[src/rtl/sin_pkg.sv]
// rtl/sin_pkg.sv - shared quadrant encodings, latencies and default widths for the sine NCO
package sin_pkg;

    localparam int PHASE_WIDTH_DEF = 16;
    localparam int ADR_WIDTH_DEF   = 8;
    localparam int DATA_WIDTH_DEF  = 8;

    // Read latency of the external quarter-wave table (registered read).
    localparam int TBL_LATENCY = 1;
    // Edges between the table read strobe and the output sample strobe.
    localparam int NCO_LATENCY = 2;

    // Quadrant is the top two phase bits.
    typedef enum logic [1:0] {
        Q0 = 2'd0,
        Q1 = 2'd1,
        Q2 = 2'd2,
        Q3 = 2'd3
    } quadrant_t;

    // Odd quadrants walk the quarter-wave table backwards.
    function automatic logic quad_mirrored(input quadrant_t q);
        return (q == Q1) || (q == Q3);
    endfunction

    // The second half-cycle produces negative samples.
    function automatic logic quad_negative(input quadrant_t q);
        return (q == Q2) || (q == Q3);
    endfunction

endpackage

[src/rtl/phase_accumulator.sv]
// rtl/phase_accumulator.sv - NCO phase accumulator with clear-over-enable priority and silent wrap
module phase_accumulator #(
    parameter int PHASE_WIDTH = 16
) (
    input  logic                   clk,
    input  logic                   rst_n,
    input  logic                   en,
    input  logic                   phase_clr,
    input  logic [PHASE_WIDTH-1:0] phase_inc,
    output logic [PHASE_WIDTH-1:0] phase_acc
);

    // Clear beats enable; the add is modulo 2**PHASE_WIDTH so wrap needs no handling.
    always_ff @(posedge clk) begin
        if (!rst_n) begin
            phase_acc <= '0;
        end else if (phase_clr) begin
            phase_acc <= '0;
        end else if (en) begin
            phase_acc <= phase_acc + phase_inc;
        end
    end

endmodule

[src/rtl/sin_nco.sv]
// rtl/sin_nco.sv - quarter-wave table NCO: phase fold, table read, sign restore, sample stream
module sin_nco
    import sin_pkg::*;
#(
    parameter int PHASE_WIDTH = PHASE_WIDTH_DEF,
    parameter int ADR_WIDTH   = ADR_WIDTH_DEF,
    parameter int DATA_WIDTH  = DATA_WIDTH_DEF
) (
    input  logic                         clk,
    input  logic                         rst_n,
    input  logic                         en,
    input  logic                         phase_clr,
    input  logic [PHASE_WIDTH-1:0]       phase_inc,
    output logic                         tbl_rd,
    output logic [ADR_WIDTH-1:0]         tbl_addr,
    input  logic [DATA_WIDTH-1:0]        tbl_data,
    output logic signed [DATA_WIDTH:0]   sample_out,
    output logic                         sample_valid
);

    logic [PHASE_WIDTH-1:0] phase_acc;
    quadrant_t              quad;
    logic [ADR_WIDTH-1:0]   idx;
    logic [ADR_WIDTH-1:0]   fold_addr;
    logic                   issue;

    // Sign travels alongside the table read so it lines up with the returned data.
    logic                   neg1;
    logic                   neg2;
    logic                   vld2;

    logic [DATA_WIDTH:0]    mag;
    logic [DATA_WIDTH:0]    signed_val;

    phase_accumulator #(
        .PHASE_WIDTH (PHASE_WIDTH)
    ) u_phase_accumulator (
        .clk       (clk),
        .rst_n     (rst_n),
        .en        (en),
        .phase_clr (phase_clr),
        .phase_inc (phase_inc),
        .phase_acc (phase_acc)
    );

    // Top two bits pick the quadrant; the next ADR_WIDTH bits index the quarter wave,
    // anything below is truncated.
    assign quad  = quadrant_t'(phase_acc[PHASE_WIDTH-1 -: 2]);
    assign idx   = phase_acc[PHASE_WIDTH-3 -: ADR_WIDTH];
    assign issue = en && !phase_clr;

    // Fold the full-wave phase onto the quarter-wave address.
    always_comb begin
        fold_addr = idx;
        if (quad_mirrored(quad)) begin
            fold_addr = ~idx;
        end
    end

    // Issue stage: register the table strobe/address from the pre-increment phase.
    always_ff @(posedge clk) begin
        if (!rst_n) begin
            tbl_rd   <= 1'b0;
            tbl_addr <= '0;
            neg1     <= 1'b0;
        end else begin
            tbl_rd <= issue;
            if (issue) begin
                tbl_addr <= fold_addr;
                neg1     <= quad_negative(quad);
            end
        end
    end

    // Table-read stage: track validity and sign while the table produces data.
    always_ff @(posedge clk) begin
        if (!rst_n) begin
            vld2 <= 1'b0;
            neg2 <= 1'b0;
        end else begin
            vld2 <= tbl_rd;
            neg2 <= neg1;
        end
    end

    assign mag        = {1'b0, tbl_data};
    assign signed_val = neg2 ? ('0 - mag) : mag;

    // Output stage: restore sign; hold the last sample between strobes.
    always_ff @(posedge clk) begin
        if (!rst_n) begin
            sample_out   <= '0;
            sample_valid <= 1'b0;
        end else begin
            sample_valid <= vld2;
            if (vld2) begin
                sample_out <= signed_val;
            end
        end
    end

endmodule

[config.mk]
export PLATFORM = sky130hd
export DESIGN_NAME = sin_nco
export DESIGN_NICKNAME = d
export VERILOG_FILES = /design/src/rtl/sin_pkg.sv /design/src/rtl/phase_accumulator.sv /design/src/rtl/sin_nco.sv
export SDC_FILE = /design/constraint.sdc
export NUM_CORES = 1
export LEC_CHECK = 0
export CORE_ASPECT_RATIO = 1.1
export CORE_UTILIZATION = 42
export DETAILED_ROUTE_END_ITERATION = 6
export PLACE_DENSITY = 0.65
export SLEW_MARGIN = 20
export SYNTH_ARGS = -nofsm -noshare
export SYNTH_HDL_FRONTEND = slang
export SYNTH_SLANG_ARGS = --single-unit
[constraint.sdc]
create_clock -name clk -period 5 [get_ports clk]
set_input_delay 0.5 -clock clk [delete_from_list [all_inputs] [get_ports clk]]
set_output_delay 0.5 -clock clk [all_outputs]
set_load 0.05 [all_outputs]
# --- Word-level counts from Yosys, hierarchy flattened ---
# Cells that the tools add are included.
op_classes:
  mux: 2
  reduce_logical: 5
  eq_ne: 3
  bitwise: 2
  addsub: 2
ops:
  columns: ["op", "count"]
  rows:
  - ["$add A16 B16 Y16", 1]
  - ["$mux W9", 1]
  - ["$sub A1 B8 Y9 const A", 1]
  - ["$mux W8", 1]
  - ["$not A8 Y8", 1]
  - ["$eq A2 B2 Y1 const B", 2]
  - ["$eq A2 B1 Y1 const B", 1]
  - ["$logic_or A1 B1 Y1", 2]
  - ["$reduce_or A2 Y1", 1]
  - ["$logic_and A1 B1 Y1", 1]
  - ["$logic_not A1 Y1", 1]
  - ["$not A1 Y1", 1]
totals:
  in_bits: 28
  ff_bits: 38
  elab_cells: 22
  out_inout_bits: 19

# --- Depth between registers and ports, before layout ---
# Gate-level depths: netlist (run 1).
depth:
  depth_word: 3
  depth_mapped: 8
  mapped_depth_nobuf: 8

# --- Cells and area by module ---
# From an unflattened synthesis (run 1), not the netlist that was laid out.
unflattened:
  cells_unflattened: 263
  area_unflattened_um2: 2267.2
modules_own_cells:
  columns: ["module", "n_inst", "cells_per_inst", "area_per_inst_um2", "seq_area_each_um2"]
  rows:
  - ["phase_accumulator", 1, 161, 1318.8, 320.3]
  - ["sin_nco", 1, 102, 948.4, 440.4]

# --- Least setup slack after synthesis (run 1) ---
# OpenSTA, ideal clock, no wires.
synth_path:
  path_kind: "input to register"
  startpoint: "input port phase_inc[0]"
  endpoint: "register u_phase_accumulator.phase_acc[12]"
  n_path_buf: 0
  required_ps: 4880
  path_stages: 7
  arrival_time_ps: 2175
  path_slack_ps: 2706
  setup_ps: 120
  path_cell_list: "ha_1 -> fa_1 -> a21oi_1 -> o21ai_0 -> a41o_1 -> a41o_2 -> a211o_1"
synth_between:
  elab_chain_cells: 1
synth_rtl:
  columns: ["element", "line", "text"]
  rows:
  - ["start, declared", "sin_nco.sv:13", "input logic [PHASE_WIDTH-1:0] phase_inc,"]
  - ["$add A16 B16 Y16", "phase_accumulator.sv:20", "phase_acc <= phase_acc + phase_inc;"]
  - ["end signal, assigned", "phase_accumulator.sv:20", null]
  - ["end, declared", "phase_accumulator.sv:10", "output logic [PHASE_WIDTH-1:0] phase_acc"]
# Every way passes these cells.
# A chain may end at the register's enable or synchronous reset.

# --- Final worst setup path (run 1) ---
layout_path:
  startpoint: "input port en"
  endpoint: "register tbl_addr[4]"
layout_between:
  elab_chain_cells: 1
layout_rtl:
  columns: ["element", "line", "text"]
  rows:
  - ["start, declared", "sin_nco.sv:11", "input logic en,"]
  - ["$logic_and A1 B1 Y1", "sin_nco.sv:50", "assign issue = en && !phase_clr;"]
  - ["end signal, assigned", "sin_nco.sv:69", "tbl_addr <= fold_addr;"]
  - ["end, declared", "sin_nco.sv:15", "output logic [ADR_WIDTH-1:0] tbl_addr,"]
# Every way passes these cells.

==> flow_summary.ini, run 1 <==
[clock_network]
ctsHoldBuffers = 0
tritoncts = built
clkLatencyLatePin_ns = 0.29
numClockSinks = 38
clock_tree.root_cell = clkbuf_8
clk_pin_slew_ns = 0.07
clk_path_buf_depth = 2
cts_resized = 0
cts.htree.levels = 2
cts-buffers-inserted = 5
cts_setup_buffers = 0

[global_routing]
grtUsageTotal = 0.177
gr-total-overflow = 0
antenna_found_initial = 0
grt_pass1_wl_mm = 8.09
grt_max_degree = 23
grt_pass1_vias = 1808

[routing]
wl_per_cell_um = 12.6
drtAntennaViolNets = 0
routed-via-count = 1942
dr.pass1.iters = 5
drtIter0Drc = 73
drc = 0
vias_per_cell = 5.26
routed_wl_mm = 4.66

[logic_synthesis]
async_flop_share = 0
synth_cell_types = 49
synth_edf_count = 0
synthFlopType = dfxtp_1
syn-cell-area_mm2 = 0.00226
yosys_register_bits = 38
yosysSeqAreaShare = 0.337
synth_fp_nets = 299
syn_inst = 254
synth_warnings = 0
syn_avg_cell_area_um2 = 8.89

[floorplan]
die_area_mm2 = 0.00567
io_pins = 47
die_h_um = 78.9
coreArea_mm2 = 0.00510
die_w_um = 71.9
rows = 27
start_util = 0.443

[place]
dp_cells = 361
place.gp.congestion = 0.796
dp_slack_ns = 1.95
dpl_cell_area_mm2 = 0.00275
dp.final_hpwl_mm = 3.48
port-buffer-count = 46

[sta]
rsz0062_at_grt = no
timing.final.max_slew_violations = 0
fin_hold_ws_ns = 0.461
worst_slack_ns = 2.25
worst_pin_slew_ns = 0.932
setup_viol_count_final = 0
max_freq_ghz = 0.363
hold_viol = 0
setup-tns-final_ns = 0
fin_worst_skew_ns = 0.0155
period_share = 0.551
period_needed_ns = 2.75
relSlewSlack = 0.377

[critical_path]
critPathArrivalTime_ns = 2.93
worst_path_max_delay_cell = clkdlybuf4s50_1
crit_fanout = 16
startpoint_type = input pin
r2r-end = u_phase_accumulator.phase_acc[15]
required_ns = 5.17
cpPeakStageDelay_ns = 0.92
r2r-start = u_phase_accumulator.phase_acc[11]
end_kind = flop
r2r_slack_ns = 2.74
r2r_cells = 7
crit_chain = clkdlybuf4s50_1 > inv_1 > nor2_1 > nand2_1 > o211a_1
crit_type = input pin to flop

[pwr]
combPwrFrac = 0.234
p_seq_frac = 0.457
p_int_uw = 502
powerDensity_mw_per_mm2 = 252
power_leakage_nw = 1.26
total_power_uw = 718
p_clk_frac = 0.309
peakVddDrop_mv = 0.121
switching_share = 0.300
p_switching_uw = 215

[worst_hold_path]
hold_path_class = flop to flop
whs_path_depth = 1
min_to = neg2
hp-start = neg1

[finish]
syn2layout_area_growth_pct = 26.0
fill_cells = 490
layout-drive-gt1-share = 0.0539
nNetsFinal = 341
finish.utilization = 0.558
final_area_mm2 = 0.00285
stdcell_count = 369
diodes = 0

[run]
drv_cap = 0

[run_status]
outcome = complete, no violations
cell usage after synthesis, types with 4 or more instances:
cell	count	area, um^2
and2_1	4	25.0
clkbuf_1	8	30.0
o211a_1	15	150
nor3_1	4	20.0
o21ai_0	5	25.0
nand2_1	31	116
xnor2_1	14	123
nor2_1	19	71.3
dfxtp_1	38	761
a21oi_1	13	65.1
mux2i_1	8	80.1
nand3_1	8	40.0
xor2_1	9	78.8
or4_1	4	30.0
ha_1	16	200
inv_1	9	33.8
worst max path at each step:
stage               cells past startpoint                                 to         start
floorplan                               7  u_phase_accumulator.phase_acc[12]  phase_inc[0]
detailed placement                      5                        tbl_addr[4]            en
global route                            5                        tbl_addr[2]            en
finish                                  5                        tbl_addr[4]            en
global placement                        5                        tbl_addr[6]            en
CTS                                     5                        tbl_addr[4]            en
layer usage:
layer	part of all wire	vias up	global-route usage
li1	-	995	-
met1	0.51	894	0.245
met2	0.43	46	0.282
met3	0.048	7	0.0343
met4	0.011	0	0.0471
met5	0	-	0
sequential cells by signal, indices dropped and copies added (netlist names):
register and count:
tbl_rd 1, sample_out 9, u_phase_accumulator.phase_acc 16, sample_valid 1, neg1 1, vld2 1, neg2 1, tbl_addr 8
area by class of cell:
| class | instances | area [um^2] | area share |
|---|---|---|---|
| multi-input combinational | 196 | 1410 | 0.494 |
| clock buffer | 6 | 82.6 | 0.0290 |
| sequential | 38 | 761 | 0.267 |
| tap | 72 | 90.1 | 0.0317 |
| inverter | 9 | 33.8 | 0.0119 |
| clock inverter | 2 | 12.5 | 0.00440 |
| timing repair buffer | 46 | 460 | 0.162 |
kinds of logic after synthesis:
| group | share of synthesized area |
|---|---|
| XOR/XNOR | 0.0892 |
| adder cells (fa/ha/maj) | 0.0975 |
| AND/OR/NAND/NOR | 0.184 |
| AO/OA/AOI/OAI | 0.216 |
| buffers and inverters | 0.0410 |
| multiplexers | 0.0355 |
| flip-flops | 0.337 |
power groups by stage:
stage	clock [mW]	sequential (mW)	combinational, mW
2_1_floorplan	0	0.354	0.0943
3_3_place_gp	0	0.335	0.166
3_5_place_dp	0	0.335	0.168
4_1_cts	0.229	0.328	0.168
5_1_grt	0.243	0.330	0.185
6_report	0.221	0.328	0.168
critical path, delay by kind of cell:
kind,cells,cell delay [ns]
AO/OA/AOI/OAI,1,0.17
buffers and inverters,2,1.30
AND/OR/NAND/NOR,2,0.95
cells in the final DEF, fill, tap and decap left out, drive strengths merged, types with 4 or more instances in the layout:
cell type / count
nor2: 19
xnor2: 14
xor2: 9
or4: 4
nand3: 8
dfxtp: 38
o21ai: 5
mux2i: 8
clkbuf: 6
o211a: 15
nor3: 4
and2: 4
inv: 9
clkdlybuf4s50: 46
nand2: 32
a21oi: 13
ha: 16
(Power assumes the default switching activity.)
==> run 2, diff against run 1 <==
Clock period 5 ns to 2.7 ns, I/O delays scaled along.
==> flow_summary.ini, run 2 (synthesis gave the netlist of run 1 again) <==
[run_status]
outcome = complete, no violations

[routing]
wl_per_cell_um = 12.5
routed-via-count = 1956
drc = 0
drtIter0Drc = 90
vias_per_cell = 5.22
drtAntennaViolNets = 0
routed_wl_mm = 4.70
dr.pass1.iters = 4

[clock_network]
ctsHoldBuffers = 0
cts_setup_buffers = 0
clock_tree.root_cell = clkbuf_8
tritoncts = built
numClockSinks = 38
clk_pin_slew_ns = 0.07
cts-buffers-inserted = 5
cts_resized = 0
clkLatencyLatePin_ns = 0.29
clk_path_buf_depth = 2
cts.htree.levels = 2

[sta]
setup_viol_count_final = 0
fin_hold_ws_ns = 0.461
setup-tns-final_ns = 0
rsz0062_at_grt = no
worst_slack_ns = 0.356
timing.final.max_slew_violations = 0
period_needed_ns = 2.34
relSlewSlack = 0.624
fin_worst_skew_ns = 0.00302
max_freq_ghz = 0.427
worst_pin_slew_ns = 0.563
hold_viol = 0
period_share = 0.868

[finish]
syn2layout_area_growth_pct = 27.8
final_area_mm2 = 0.00289
layout-drive-gt1-share = 0.0693
fill_cells = 473
nNetsFinal = 347
reg.largest.list = u_phase_accumulator.phase_acc (16), sample_out (9), tbl_addr (8)
largest_register_ffs = 16
final_cell_mix = 46 x clkdlybuf4s50_1, 38 x dfxtp_1, 31 x nand2_1, 19 x nor2_1, 16 x ha_1
diodes = 0
final_common_cell = clkdlybuf4s50_1
finish.utilization = 0.566
regMostFlops = u_phase_accumulator.phase_acc

[floorplan]
start_util = 0.443
rows = 27
die_area_mm2 = 0.00567
die_h_um = 78.9
die_w_um = 71.9
io_pins = 47
coreArea_mm2 = 0.00510

[pwr]
power_leakage_nw = 1.29
peakVddDrop_mv = 0.199
powerDensity_mw_per_mm2 = 462

[critical_path]
required_ns = 2.89
crit_fanout = 3
startpoint_type = input pin
end_kind = flop
critPathArrivalTime_ns = 2.53
crit_type = input pin to flop

[place]
place.gp.congestion = 0.824
port-buffer-count = 46
dp.final_hpwl_mm = 3.53
dpl_cell_area_mm2 = 0.00280
dp_slack_ns = 0.0626

[global_routing]
grt_pass1_vias = 1741
grt_max_degree = 19
antenna_found_initial = 0
grt_pass1_wl_mm = 7.80
grtUsageTotal = 0.174
gr-total-overflow = 0

[worst_hold_path]
hold_path_class = flop to flop

[run]
drv_cap = 0
## run 2: cell count changes in the layout (fill, tap and decap cells not counted), sizes merged
cell,previous run,this run
buf,0,6
clkbuf,6,7
clkinvlp,1,0
## run 2: routing by layer
| layer | global-route usage | share of wire |
|---|---|---|
| met1 | 0.236 | 0.52 |
| met2 | 0.271 | 0.42 |
| met3 | 0.0355 | 0.038 |
| met4 | 0.0667 | 0.017 |
| met5 | 0 | 0 |
## run 2: worst max-delay path, stage by stage
cell	delay, ns
clkdlybuf4s50_1	0.41
ha_1	0.23
fa_1	0.41
a21oi_1	0.19
o21ai_0	0.16
a41o_1	0.32
a41o_2	0.30
a211o_1	0.24
## run 2: final cells by class
class,instances,area (um^2),share of cell area
sequential,38,761,0.264
timing repair buffer,52,505,0.175
tap,72,90.1,0.0312
multi-input combinational,196,1410,0.487
inverter,9,33.8,0.0117
clock inverter,1,5.00,0.00173
clock buffer,7,86.3,0.0299
## run 2: power breakdown
group          internal (mW)  switching [mW]
combinational          0.145           0.176
sequential             0.586          0.0188
clock                  0.206           0.203
## run 2: path summary, 6_finish.rpt
| check | startpoint | to | slack [ns] | cells after the start |
|---|---|---|---|---|
| max | phase_inc[0] | u_phase_accumulator.phase_acc[12] | 0.36 | 8 |
| min reg2reg | tbl_rd | vld2 | 0.46 | 1 |
| max reg2reg | u_phase_accumulator.phase_acc[0] | u_phase_accumulator.phase_acc[12] | 0.46 | 7 |
| min | tbl_rd | vld2 | 0.46 | 1 |
## run 2: metrics by stage
stage          instances  total power, mW
3_5_place_dp         367            0.937
5_1_grt              375             1.40
3_3_place_gp         367            0.934
6_report             375             1.33
4_1_cts              375             1.34
2_1_floorplan        254            0.830
